**src/rtl/button_deb_sched.sv**
```systemverilog
// Debounces NB_BUTTONS push-buttons that share one debounce timer.
// A round-robin arbiter hands the timer to a button whose synchronized level differs from its debounced level.
module button_deb_sched #(
  parameter int NB_BUTTONS      = 4,
  parameter int CLK_FREQ        = 95000,
  parameter int DEBOUNCE_PER_MS = 20
) (
  input  logic                  clk,
  input  logic                  rst,
  input  logic [NB_BUTTONS-1:0] button_in,
  output logic [NB_BUTTONS-1:0] button_state,
  output logic [NB_BUTTONS-1:0] button_press,
  output logic [NB_BUTTONS-1:0] button_release,
  output logic                  busy,
  output logic [((NB_BUTTONS > 1) ? $clog2(NB_BUTTONS) : 1)-1:0] grant_id
);

  localparam int PERIOD = CLK_FREQ * DEBOUNCE_PER_MS;
  localparam int CW     = $clog2(PERIOD + 1);
  localparam int GW     = (NB_BUTTONS > 1) ? $clog2(NB_BUTTONS) : 1;

  typedef enum logic [1:0] {IDLE, COUNT, COMMIT} state_t;

  state_t                state;
  logic [CW-1:0]         count;
  logic [GW-1:0]         last_grant;
  logic [NB_BUTTONS-1:0] btn_meta;
  logic [NB_BUTTONS-1:0] btn_s;
  logic [NB_BUTTONS-1:0] req;

  // Round-robin search: rotate the request vector so the bit after last_grant sits at position 0.
  logic [GW-1:0]           start;
  logic [2*NB_BUTTONS-1:0] req2;
  logic [NB_BUTTONS-1:0]   rot;
  logic [GW-1:0]           offset;
  logic [GW:0]             sum;
  logic [GW-1:0]           pick;

  assign req  = btn_s ^ button_state;
  assign req2 = {req, req};

  always_comb begin
    start = (last_grant == GW'(NB_BUTTONS - 1)) ? '0 : last_grant + 1'b1;
    rot   = NB_BUTTONS'(req2 >> start);
    offset = '0;
    for (int i = NB_BUTTONS - 1; i >= 0; i--) begin
      if (rot[i]) offset = GW'(i);
    end
    sum = {1'b0, start} + {1'b0, offset};
    if (sum >= (GW + 1)'(NB_BUTTONS)) sum = sum - (GW + 1)'(NB_BUTTONS);
    pick = GW'(sum);
  end

  always_ff @(posedge clk or posedge rst) begin
    if (rst) begin
      btn_meta       <= '0;
      btn_s          <= '0;
      button_state   <= '0;
      button_press   <= '0;
      button_release <= '0;
      busy           <= 1'b0;
      grant_id       <= '0;
      count          <= '0;
      last_grant     <= GW'(NB_BUTTONS - 1);
      state          <= IDLE;
    end else begin
      btn_meta       <= button_in;
      btn_s          <= btn_meta;
      button_press   <= '0;
      button_release <= '0;
      case (state)
        IDLE: begin
          if (|req) begin
            grant_id <= pick;
            count    <= '0;
            busy     <= 1'b1;
            state    <= COUNT;
          end
        end
        COUNT: begin
          // The granted button bounced back to its committed level: drop it silently.
          if (btn_s[grant_id] == button_state[grant_id]) begin
            last_grant <= grant_id;
            busy       <= 1'b0;
            state      <= IDLE;
          end else if (count == CW'(PERIOD - 1)) begin
            state <= COMMIT;
          end else begin
            count <= count + 1'b1;
          end
        end
        COMMIT: begin
          button_state[grant_id] <= ~button_state[grant_id];
          if (!button_state[grant_id]) button_press[grant_id]   <= 1'b1;
          else                         button_release[grant_id] <= 1'b1;
          last_grant <= grant_id;
          busy       <= 1'b0;
          state      <= IDLE;
        end
        default: begin
          busy  <= 1'b0;
          state <= IDLE;
        end
      endcase
    end
  end

endmodule

```
**config.mk**
```make
export PLATFORM = sky130hd
export DESIGN_NAME = button_deb_sched
export DESIGN_NICKNAME = d
export VERILOG_FILES = /design/src/rtl/button_deb_sched.sv
export SDC_FILE = /design/constraint.sdc
export NUM_CORES = 1
export LEC_CHECK = 0
export CORE_AREA = 10 10 89 91
export CTS_CLUSTER_SIZE = 14
export DETAILED_ROUTE_END_ITERATION = 6
export DIE_AREA = 0 0 99 101
export PLACE_DENSITY = 0.68
export SLEW_MARGIN = 20
export SYNTH_ARGS = -nofsm -noshare
export SYNTH_HDL_FRONTEND = slang
export SYNTH_SLANG_ARGS = --single-unit
export TNS_END_PERCENT = 5
```
**constraint.sdc**
```tcl
create_clock -name clk -period 7.4 [get_ports clk]
set_input_delay 1.48 -clock clk [delete_from_list [all_inputs] [get_ports clk]]
set_output_delay 1.48 -clock clk [all_outputs]
set_load 0.01 [all_outputs]
```
Word level (Yosys, flattened, before mapping)
Cells that the tools add are included.
{ "totals": {"reg_bits": 48, "in_bits": 6, "elab_cells": 70} }
{ "op_classes": {"add_sub_neg": 4, "order_cmp": 3, "eq_ne": 10, "shift": 1, "mux": 30, "bitwise": 2, "n_reduce_logical": 10} }
{ "op_table": {"columns": ["cell", "n"], "rows": [
  ["$mux W21", 3],
  ["$pmux W21 S2", 1],
  ["$add A21 B1 Y21 const B", 1],
  ["$eq A21 B21 Y1 const B", 1],
  ["$mux W2", 10],
  ["$mux W4", 4],
  ["$ne A2 B2 Y1 const B", 4],
  ["$pmux W2 S2", 2],
  ["$reduce_and A2 Y1", 4],
  ["$shr A8 B2 Y4", 1],
  ["$mux W1", 5],
  ["$bmux W1 S2", 2],
  ["$bwmux W4", 1],
  ["$eq A2 B2 Y1 const B", 2],
  ["$reduce_and A4 Y1", 1],
  ["$reduce_bool A2 Y1", 2],
  ["$reduce_or A4 Y1", 1],
  ["$xor A4 B4 Y4", 1],
  ["$add A2 B2 Y3", 1],
  ["$ge A3 B3 Y1 const B", 1],
  ["$lt A2 B3 Y1 const B", 1],
  ["$ne A3 B3 Y1 const B", 1],
  ["$add A2 B1 Y2 const B", 1],
  ["$demux W1 S2", 1],
  ["other kinds (8)", 8]
]} }

Longest topological paths before layout
Gate-level depths: netlist of run 1.
{ "logic_depth": {"word_depth": 10, "depth_mapped": 12, "depth_no_buf": 12} }

Least setup slack after synthesis of run 1
OpenSTA, ideal clock, no wires.
{ "synth_timing": {"path_kind": "reg2reg", "start": "register last_grant[0]", "end": "register grant_id[1] (netlist bit)", "arrival_ps": 2266, "t_required_ps": 7272, "path_slack_ps": 5006, "stages_incl_launch_ff": 13, "path_cell_list": "dfstp_2 -> ha_1 -> nor2_1 -> nor3_1 -> a311oi_1 -> a21oi_1 -> a221o_1 -> ha_1 -> xnor2_1 -> nor3_1 -> nand2b_1 -> o221ai_1 -> a21oi_1"} }
{ "synth_between": {"elab_chain_len": 10} }
{ "synth_rtl": {"columns": ["item", "line_no", "text"], "rows": [
  ["start: declaration", "26", "logic [GW-1:0] last_grant;"],
  ["start signal: assignment", "64", "last_grant <= GW'(NB_BUTTONS - 1);"],
  ["start signal: assignment", "83", "last_grant <= grant_id;"],
  ["start signal: assignment", "96", "last_grant <= grant_id;"],
  ["$add A2 B1 Y2 or $eq A2 B2 Y1 (tied branches)", "43", "start = (last_grant == GW'(NB_BUTTONS - 1)) ? '0 : last_grant + 1'b1;"],
  ["$mux W2 (*)", "43", null],
  ["$shr A8 B2 Y4", "44", "rot = NB_BUTTONS'(req2 >> start);"],
  ["$mux W2 (4 in a row)", "47", "if (rot[i]) offset = GW'(i);"],
  ["$add A2 B2 Y3 (*)", "49", "sum = {1'b0, start} + {1'b0, offset};"],
  ["$ge A3 B3 Y1 or $sub A2 B1 Y2 (tied branches)", "50", "if (sum >= (GW + 1)'(NB_BUTTONS)) sum = sum - (GW + 1)'(NB_BUTTONS);"],
  ["$mux W2 (*)", "50", null],
  ["end signal: assignment", "74", "grant_id <= pick;"],
  ["end: declaration", "15", "output logic [((NB_BUTTONS > 1) ? $clog2(NB_BUTTONS) : 1)-1:0] grant_id"]
]} }
Mark *: on every way between the ends. The rest lies on a longest branch, timed or not.
A chain may end at the register's enable or synchronous reset.

Worst setup path in the final report of run 1
{ "layout_timing": {"start": "register grant_id[1] (netlist bit)", "end": "output grant_id[1] (netlist bit)"} }
No word-level cell between the ends.

==> results.tsv, run 1 <==
metric	value	unit
ant diodes	0	
GPL Wtd Cong	0.812	
initial antenna violation count	0	
1st-iter DRT viols	138	
Max clock buf depth	2	
worst path arrival time	1.47	ns
post-synthesis sequential area ratio	50.7	%
Worst-Margin Slew	0.802	ns
via count	1719	
design area	2750	µm²
Max-slew headroom	46.5	%
share of cells above drive strength 1	7.66	%
post-synthesis net count	239	
H-tree depth	2	
Post-CTS Repair Setup Buffers	0	
count leader, synth	dfrtp_1	
Final Hold Vio Count	0	
CP startpoint kind	flop	
Yosys reg bits	48	
area share of the largest cell type after synthesis	48.5	%
Synth warnings	0	
Starting Density	38.3	%
DRC Markers	0	
Hold Path Class	flop to flop	
vias per inst	5.29	
worst path required time	5.92	ns
placed cell areas	2630	µm²
Max Freq	340	MHz
CTS tree	done	
status	completed	
CTS Hold Bufs	0	
port bufs	20	
Final Cycle Share	39.8	%
CTS Buf Count	5	
Final ANT Viol Nets	0	
Site Rows	29	
syn_area_per_cell	10.3	µm²
post-synthesis cell area	2370	µm²
post-synthesis cell count	230	
kind of critical path	flop to output port	
most frequent cells after synthesis	46 x dfrtp_1, 21 x nand2_1, 13 x nor2_1, 12 x nor3_1, 12 x xnor2_1	
largest cells by area after synthesis	dfrtp_1 48%, xnor2_1 4.4%, mux2i_1 3.4%, nand2_1 3.3%, xor2_1 2.6%	
post_cts resized	0	
fin nets	256	
CP Cell Sequence	clkdlybuf4s50_1	
CP max stage cell	clkdlybuf4s50_1	
Die Width	99	µm
Avg WL per Cell	14.3	µm
VDD IR-drop max	0.153	mV
Clock Latency Late Sink	0.30	ns
Post-synth ARST share	100	%
Top FF cell, synth	dfrtp_1	
Power per Cell Area	283	nW/µm²
Max Cap Violations	0	
Final Core Density	44.3	%
total wire length	4.65	mm
io pins	21	
root buffer cell	clkbuf_8	
clk slew on worst S/H paths	0.09	ns
Fin Hold WS	0.355	ns
largest net degree at the start of global routing	49	
die height	101	µm
Period minus WS final	2.95	ns
final setup TNS	0	ns
final setup margin	4.45	ns
die area	10000	µm²
core area	6200	µm²
Layout Cells excl Fill	325	
Worst Clk Skew	0.00798	ns
Yosys cell types	46	
fillers	588	
first-pass GRT wire length	8.14	mm
# setup viols final	0	
placed cells	317	
Crit Path Max Fanout	10	
Overall Global Routing Usage	9.74	%
TritonRoute pass-1 iters	4	
Slew Limit Fails	0	
leakage power	1.17	nW
CP max stage delay	0.61	ns
CP Capture Type	output port	
Clock Sinks	48	
unrepaired setup endpoints after global routing	false	
WP buf/inv	1	
vias in the first global route	1670	
Synth-to-Final Area Change	15.9	%
Synth area leader	dfrtp_1	
post-detail-place hpwl	3.33	mm
Power, Total	0.779	mW
worst slack at placement	4.67	ns
global route overflow	0	
Worst path top cell family by delay	buffers and inverters	
number of flops mapped to enable cells by yosys	0	
[sequential cells by signal (all words and copies together) (netlist names)]
register and count:
button_state 4, last_grant 2, grant_id 2, btn_meta 4
state 2, busy 1, button_press 4, count 21
btn_s 4, button_release 4
[logic make-up after synthesis]
| family | after synthesis | synth area share (%) |
|---|---|---|
| buffers and inverters | 16 | 2.64 |
| xor gates and xnor gates | 19 | 7.01 |
| AOI/OAI and AO/OA | 29 | 8.59 |
| DFF | 48 | 50.7 |
| and+or+nand+nor | 103 | 23.7 |
| muxes | 12 | 5.75 |
| adders and majority gates | 3 | 1.58 |
[cells in the final DEF, fill, tap and decap left out, drive strengths merged, types with 7 or more instances in the layout]
cell type / synthesis / final
nand2: 21 / 21
clkdlybuf4s50: 0 / 20
nand3: 10 / 10
dfrtp: 46 / 46
nor2: 13 / 13
mux2i: 8 / 8
a21oi: 7 / 7
xnor2: 12 / 12
xor2: 7 / 7
nand4: 8 / 8
nor3: 12 / 12
nand2b: 8 / 8
nor4: 7 / 7
[where the power goes]
part           switching (mW)  total (mW)  internal (mW)
clock network          0.0899       0.192          0.102
registers              0.0339       0.326          0.292
logic                   0.152       0.261          0.109
total                   0.276       0.779          0.503
[layer usage]
layer  share of wire [%]  wire, µm  GRT usage, %
met4                 2.6       119          5.18
met3                 5.3       247          2.26
met1                  48      2220          13.1
met2                  44      2060          14.1
met5                   0         0             0
[cell type report]
| class | count | area (µm²) | area share, % |
|---|---|---|---|
| clock buffers | 5 | 68.8 | 2.50 |
| clock inverters | 3 | 47.5 | 1.73 |
| well taps | 77 | 96.3 | 3.50 |
| flip-flops and latches | 48 | 1200 | 43.7 |
| inverters | 5 | 20.0 | 0.728 |
| multi-input cells | 166 | 1110 | 40.2 |
| repair buffers | 21 | 208 | 7.55 |
[final timing paths]
kind	from	end	slack [ns]	cells after the start
max	grant_id[1]$_DFFE_PP0P_	grant_id[1]	4.45	1
min	btn_meta[3]$_DFF_PP0_	btn_s[3]$_DFF_PP0_	0.36	0
max reg2reg	last_grant[0]$_DFFE_PP1P_	grant_id[1]$_DFFE_PP0P_	4.69	11
min reg2reg	btn_meta[3]$_DFF_PP0_	btn_s[3]$_DFF_PP0_	0.36	0
max in group asynchronous	rst	count[11]$_DFFE_PP0P_	5.30	2
min in group asynchronous	rst	btn_meta[2]$_DFF_PP0_	1.62	2
(Power assumes the default switching activity.)
==> run 2, diff against run 1 <==
- clock period: 7.4 -> 3.1 ns (I/O delays scaled with it)
==> run 2 against run 1 <==
Effect of this change: combinational power increased by 140%; largest cell class unchanged; via count increased by 3.4%; cell count increased by 0.62%; wire length increased by 2.2%; sequential power increased by 140%; critical path type is now flop to flop; core utilization about the same; largest power group unchanged; first-iteration DRC count increased by 6.5%; setup slack got worse by 4.0 ns; critical path depth increased by 10; register-to-register slack got worse by 4.2 ns.
==> results.tsv, run 2 (synthesis gave the netlist of run 1 again) <==
metric	value	unit
io pins	21	
worst path required time	3.28	ns
CTS Buf Count	5	
Final Core Density	44.4	%
H-tree depth	2	
CP Capture Type	flop	
fillers	599	
Site Rows	29	
leakage power	1.18	nW
Clock Sinks	48	
Avg WL per Cell	14.5	µm
Max-slew headroom	61.4	%
Slew Limit Fails	0	
fin nets	259	
Reg with most FFs	count	
worst path arrival time	2.83	ns
Post-CTS Repair Setup Buffers	0	
Final ANT Viol Nets	0	
root buffer cell	clkbuf_8	
Max clock buf depth	2	
Crit Path Max Fanout	7	
die area	10000	µm²
Max Cap Violations	0	
post_cts resized	0	
die height	101	µm
Die Width	99	µm
global route overflow	0	
Overall Global Routing Usage	10.0	%
Synth-to-Final Area Change	16.0	%
Largest register FFs	21	
Worst-Margin Slew	0.577	ns
first-pass GRT wire length	8.38	mm
Final Cycle Share	85.3	%
final setup TNS	0	ns
Final Hold Vio Count	0	
CTS tree	done	
vias per inst	5.43	
kind of critical path	flop to flop	
1st-iter DRT viols	147	
Clock Latency Late Sink	0.30	ns
total wire length	4.75	mm
ant diodes	0	
unrepaired setup endpoints after global routing	false	
clk slew on worst S/H paths	0.08	ns
CP startpoint kind	flop	
Power per Cell Area	654	nW/µm²
VDD IR-drop max	0.355	mV
# setup viols final	0	
GPL Wtd Cong	0.881	
post-detail-place hpwl	3.47	mm
TritonRoute pass-1 iters	4	
largest net degree at the start of global routing	20	
Starting Density	38.3	%
port bufs	20	
DRC Markers	0	
status	completed	
vias in the first global route	1756	
CTS Hold Bufs	0	
share of cells above drive strength 1	8.40	%
Period minus WS final	2.64	ns
most frequent cells in the layout	46 x dfrtp_1, 21 x nand2_1, 20 x clkdlybuf4s50_1, 13 x nor2_1	
leading cell type in the layout, fill and taps excluded	dfrtp_1	
Max Freq	378	MHz
via count	1777	
initial antenna violation count	0	
Worst Clk Skew	0.00668	ns
core area	6200	µm²
Hold Path Class	flop to flop	
[run 2: changes by cell type in the layout (fill, tap and decap cells not counted)]
cell | before | now
buf_4 | 1 | 4
clkbuf_8 | 5 | 7
inv_2 | 0 | 1
clkinv_4 | 2 | 0
clkinv_2 | 1 | 0
bufinv_16 | 1 | 0
[run 2: critical path: stages (launching register included)]
cell      delay (ns)
dfrtp_1         0.45
xor2_1          0.52
nor3_1          0.13
a311oi_1        0.26
a21oi_1         0.06
a221o_1         0.28
ha_1            0.20
xnor2_1         0.14
nor3_1          0.20
nand2b_1        0.08
o221ai_1        0.16
a21oi_1         0.06
[run 2: layer usage]
metal,routed length [µm],up-vias,track usage (%)
met5,0,-,0
li1,-,865,-
met1,2160,867,12.8
met3,253,6,2.54
met4,77,0,3.97
met2,2260,39,15.8
[run 2: stage by stage]
stage                     hold slack, ns  instance area [µm²]  setup slack, ns  power [mW]  cells
after global routing               0.359                 2750            0.240        1.92    327
after global placement             0.332                 2660            0.593        1.40    320
final                              0.355                 2750            0.456        1.80    327
after CTS                          0.358                 2750            0.480        1.82    327
after detailed placement           0.336                 2660            0.473        1.42    320
after floorplan                    0.331                 2370            0.706        1.24    230
[run 2: worst paths after layout]
kind / cells past startpoint / slack (ns) / endpoint / from
worst max-delay path: 11 / 0.46 / grant_id[1]$_DFFE_PP0P_ / button_state[0]$_DFFE_PP0P_
worst min-delay path: 0 / 0.36 / btn_s[3]$_DFF_PP0_ / btn_meta[3]$_DFF_PP0_
worst max register to register: 11 / 0.46 / grant_id[1]$_DFFE_PP0P_ / button_state[0]$_DFFE_PP0P_
worst min register to register: 0 / 0.36 / btn_s[3]$_DFF_PP0_ / btn_meta[3]$_DFF_PP0_
max in group asynchronous: 3 / 1.95 / btn_s[1]$_DFF_PP0_ / rst
min in group asynchronous: 2 / 0.61 / count[0]$_DFFE_PP0P_ / rst
[run 2: where the power goes]
| part | internal (mW) | total, mW | switching (mW) |
|---|---|---|---|
| clock network | 0.199 | 0.398 | 0.199 |
| registers | 0.697 | 0.780 | 0.0834 |
| logic | 0.265 | 0.622 | 0.357 |
| total | 1.16 | 1.80 | 0.639 |
[run 2: area by class of cell]
cell class / count / area (µm²) / share of cell area [%]
clock buffers: 7 / 96.3 / 3.50
inverters: 5 / 18.8 / 0.682
repair buffers: 24 / 230 / 8.36
multi-input cells: 166 / 1110 / 40.2
flip-flops and latches: 48 / 1200 / 43.7
well taps: 77 / 96.3 / 3.50
